==> src/rtl/fifo_pop_router.sv <==
// Pops words from the main queue FIFO and steers each to one of two destination
// FIFOs by its destination bit. Optional per-destination counters: ROUTER_COUNT_EN.

module fifo_pop_router_lane (
  input  logic       clk,
  input  logic       reset,
  input  logic       clr,
  input  logic       hit,
  output logic       write,
  output logic [7:0] count
);

  always_ff @(posedge clk) begin
    if (reset) write <= 1'b0;
    else       write <= hit;
  end

`ifdef ROUTER_COUNT_EN
  // Counts a strobe the edge after it is seen; sticks at 8'hFF.
  always_ff @(posedge clk) begin
    if (reset || clr)               count <= '0;
    else if (write && count != 8'hFF) count <= count + 8'd1;
  end
`else
  logic unused_clr;
  assign unused_clr = clr;
  assign count      = '0;
`endif

endmodule

module fifo_pop_router #(
  parameter int DATA_W   = 4,
  parameter int DEST_BIT = DATA_W - 1
) (
  input  logic              clk,
  input  logic              reset,
  input  logic              init,
  input  logic              fifo_empty,
  input  logic [DATA_W-1:0] fifo_data,
  output logic              fifo_read,
  input  logic              out0_almost_full,
  input  logic              out1_almost_full,
  output logic              out0_write,
  output logic              out1_write,
  output logic [DATA_W-1:0] out_data,
  output logic              idle,
  output logic [1:0]        state,
  output logic [7:0]        count0,
  output logic [7:0]        count1
);

  localparam int NUM_DEST = 2;

  typedef enum logic [1:0] {
    ST_RESET  = 2'd0,
    ST_INIT   = 2'd1,
    ST_IDLE   = 2'd2,
    ST_ACTIVE = 2'd3
  } state_t;

  state_t state_q, state_nxt;
  logic   rd_d;
  logic   init_entry;

  logic [NUM_DEST-1:0]      dest_hit;
  logic [NUM_DEST-1:0]      dest_wr;
  logic [NUM_DEST-1:0][7:0] dest_cnt;

  always_ff @(posedge clk) begin
    if (reset) state_q <= ST_RESET;
    else       state_q <= state_nxt;
  end

  // init has priority over every other transition out of IDLE/ACTIVE.
  always_comb begin
    state_nxt = state_q;
    case (state_q)
      ST_RESET:  state_nxt = ST_INIT;
      ST_INIT:   if (!init) state_nxt = ST_IDLE;
      ST_IDLE: begin
        if (init)             state_nxt = ST_INIT;
        else if (!fifo_empty) state_nxt = ST_ACTIVE;
      end
      ST_ACTIVE: begin
        if (init)                     state_nxt = ST_INIT;
        else if (fifo_empty && !rd_d) state_nxt = ST_IDLE;
      end
      default:   state_nxt = ST_RESET;
    endcase
  end

  // Head destination is unknown until the word is read, so both queues must have room.
  assign fifo_read = (state_q == ST_ACTIVE) & ~fifo_empty & ~out0_almost_full &
                     ~out1_almost_full & ~init;

  // rd_d marks a word arriving on fifo_data; once set it is always written out.
  always_ff @(posedge clk) begin
    if (reset) begin
      rd_d     <= 1'b0;
      out_data <= '0;
    end else begin
      rd_d <= fifo_read;
      if (rd_d) out_data <= fifo_data;
    end
  end

  assign init_entry = (state_nxt == ST_INIT) & (state_q != ST_INIT);

  for (genvar l = 0; l < NUM_DEST; l++) begin : g_dest
    assign dest_hit[l] = rd_d & ((l == 1) ? fifo_data[DEST_BIT] : ~fifo_data[DEST_BIT]);

    fifo_pop_router_lane u_lane (
      .clk   (clk),
      .reset (reset),
      .clr   (init_entry),
      .hit   (dest_hit[l]),
      .write (dest_wr[l]),
      .count (dest_cnt[l])
    );
  end

  assign out0_write = dest_wr[0];
  assign out1_write = dest_wr[1];
  assign count0     = dest_cnt[0];
  assign count1     = dest_cnt[1];
  assign state      = state_q;
  assign idle       = (state_q == ST_IDLE) & ~rd_d & ~dest_wr[0] & ~dest_wr[1];

endmodule

==> config.mk <==
export PLATFORM = sky130hd
export DESIGN_NAME = fifo_pop_router
export DESIGN_NICKNAME = d
export VERILOG_FILES = /design/src/rtl/fifo_pop_router.sv
export SDC_FILE = /design/constraint.sdc
export NUM_CORES = 1
export LEC_CHECK = 0
export CORE_MARGIN = 2
export CORE_UTILIZATION = 35
export CTS_BUF_LIST = sky130_fd_sc_hd__clkbuf_8
export DETAILED_ROUTE_END_ITERATION = 8
export PLACE_DENSITY = 0.81
export SYNTH_ARGS = -nofsm -noshare
export SYNTH_HDL_FRONTEND = slang
export SYNTH_HIERARCHICAL = 1
export SYNTH_SLANG_ARGS = --single-unit
==> constraint.sdc <==
create_clock -name clk -period 1.32 [get_ports clk]
set_clock_uncertainty 0.15 [all_clocks]
set_input_delay 0.132 -clock clk [delete_from_list [all_inputs] [get_ports clk]]
set_output_delay 0.132 -clock clk [all_outputs]
set_load 0.005 [all_outputs]
==> summary.md <==
| Metric | Value |
|---|---|
| Outcome | `finished, final reports clean` |
| Post-layout min period | `approximately 1300 ps` |
| Cell area after synthesis | `approximately 500 um^2` |
| Crit Path Max Fanout | `2` |
| Vias in the first global route | `about 380` |
| Starting Density | `0.377` |
| Overflow after GRT | `0` |
| HPWL after DPL | `704 um` |
| Critical path arrival | `1030 ps` |
| First-pass GRT wire length | `around 1.5 mm` |
| Total wire length | `about 930 um` |
| Root cell of the clock tree | `clkbuf_8` |
| Slowest CP cell | `clkdlybuf4s50_1` |
| Final ANT Viol Nets | `0` |
| Antenna violations before repair | `0` |
| # setup viols final | `0` |
| Chip Width | `between 40 and 50 um` |
| Rows | `13` |
| Final-report hold violation count | `0` |
| Sw Ratio | `0.211` |
| Synth warn | `6` |
| DRC Markers | `0` |
| DR vias | `402` |
| Hold buffer count at CTS | `0` |
| Total Power | `around 0.00068 W` |
| Worst R2R Path Depth | `3` |
| Synth-to-Final Area Change | `55.4%` |
| Die H | `41.4 um` |
| Buf+Inv Stages, Crit Path | `2` |
| CTS tree | `done` |
| I/O pin count | `36` |
| Clock Path Buffers | `2` |
| Full die area | `between 1500 and 2000 um^2` |
| Worst path required time | `1040 ps` |
| Hold Path Stages | `3` |
| CTS Sinks | `9` |
| Final RePlAce weighted congestion | `around 0.65` |
| Layout Nets | `93` |
| Gate Count Post-Synth | `between 50 and 60` |
| Avg WL per Cell | `between 9 and 10 um` |
| Critical hold path startpoint | `init` |
| Min-delay worst type | `input pin to register` |
| CTS Buf Count | `3` |
| Slowest stage delay, CP | `about 400 ps` |
| Critical path's top delay family | `buffers and inverters` |
| Gr usage total | `0.110` |
| Worst Hold End | `rd_d` |
| Internal Power | `between 0.0005 and 0.0006 W` |
| Initial drt markers | `1` |
| Layout cells sized above 1 | `0.317` |
| CTS H-Tree Depth | `1` |
| RSZ-0062 raised after global routing | `true` |
| Pins Over Slew Limit | `0` |
| CTS clk-pin slew, worst paths | `around 40 ps` |
| WHS | `73.0 ps` |
| Reg power frac | `0.416` |
| Comb pwr share | `0.134` |
| Skew-Pair Late Insertion Delay | `approximately 220 ps` |
| Worst setup SP type | `input pin` |
| Vias per cell | `~4.1` |
| Worst-path cell chain | `clkdlybuf4s50_1 -> or2_4 -> nor3_2 -> buf_2` |
| Worst R2R End | `state[1]` |
| First-pass iteration count of the detailed router | `2` |
| RR Startpoint | `state[1]` |
| Post-Syn Area per Cell | `approximately 9.4 um^2` |
| Crit Path Class | `input pin to output port` |
| CP Capture Type | `output port` |
| Fin crit share | `0.997` |
| Core area | `about 1300 um^2` |
| Max Cap Viol | `0` |
| Switching Power | `about 0.00014 W` |
| Clk pwr share | `0.449` |
| Reg-to-reg slack, setup | `between 200 and 300 ps` |
| Core Util, Final | `0.586` |
| Largest net degree at the start of global routing | `8` |
| Antenna diodes | `0` |
| PD cells | `just under 900 nW/um^2` |
| Max rail drop VDD | `0.000524 V` |
| Fmax | `about 0.76 GHz` |
| # port buffers | `19` |
| Leak | `slightly below 0.4 nW` |
-- metrics by stage --
step	setup TNS, ps	instance area [um^2]	cells	worst slack [ps]
2_1_floorplan	0	543	66	284
3_3_place_gp	-607	694	92	-461
3_5_place_dp	-678	694	92	-536
4_1_cts	-60.1	728	96	-42.5
5_1_grt	-91.2	762	97	-54.7
6_report	0	762	97	3.32
-- state kept, by name (all words and copies together), names as in the netlist --
| signal | flops |
|---|---|
| g_dest.u_lane/write | 2 |
| state | 2 |
| out_data | 4 |
| rd_d | 1 |
-- cell usage in the layout, fill, tap and decap left out, drive strengths merged, types with 2 or more instances in the layout --
| cell | n |
|---|---|
| mux2i | 4 |
| clkdlybuf4s50 | 6 |
| dfxtp | 9 |
| or2 | 2 |
| buf | 12 |
| dlygate4sd2 | 8 |
| nor4 | 2 |
| dlymetal6s2s | 3 |
| nor2b | 4 |
| nor2 | 4 |
| nand2b | 2 |
| conb | 16 |
| clkbuf | 3 |
-- what timing repair did --
item,in CTS,in global routing
pin swaps,3,2
buffers inserted,0,1
endpoints found under the setup margin,10,2
gates resized for setup,20,7
-- final cells by class --
class / instances / area, um^2
Clock inverter: 1 / 3.75
Tap cell: 15 / 18.8
Fill cell: 123 / 539
Multi-Input combinational cell: 40 / 262
Clock buffer: 3 / 41.3
Timing Repair Buffer: 29 / 253
Sequential cell: 9 / 184
-- power by group through the flow --
stage,Clock (W),Sequential (W),Combinational (W)
after global placement,0,0.000285,0.0000863
after detailed placement,0,0.000285,0.0000871
after CTS,0.000309,0.000281,0.0000840
after global routing,0.000331,0.000283,0.000101
after floorplan,0,0.000287,0.0000592
final,0.000305,0.000283,0.0000913
-- tightest hold or removal path, stage by stage --
cell,delay (ps)
dlymetal6s2s_1,100
or2_4,130
nor4_2,40
-- per-layer routing --
layer,wire length (um),share of wire,global-route usage
met1,304,0.33,0.0960
met2,500,0.54,0.222
met3,102,0.11,0.0391
met4,22,0.024,0.0387
met5,0,0,0
-- worst max path at each step --
| stage | startpoint | end | slack (ps) | cells after the start |
|---|---|---|---|---|
| 2_1_floorplan | rd_d | idle | 280 | 2 |
| 3_3_place_gp | init | fifo_read | -460 | 4 |
| 3_5_place_dp | init | fifo_read | -540 | 4 |
| 4_1_cts | out0_almost_full | fifo_read | -40 | 4 |
| 5_1_grt | state[0] | idle | -50 | 3 |
| 6_report | out0_almost_full | fifo_read | 3 | 4 |
Note: power is estimated with default switching activity, not from simulation.
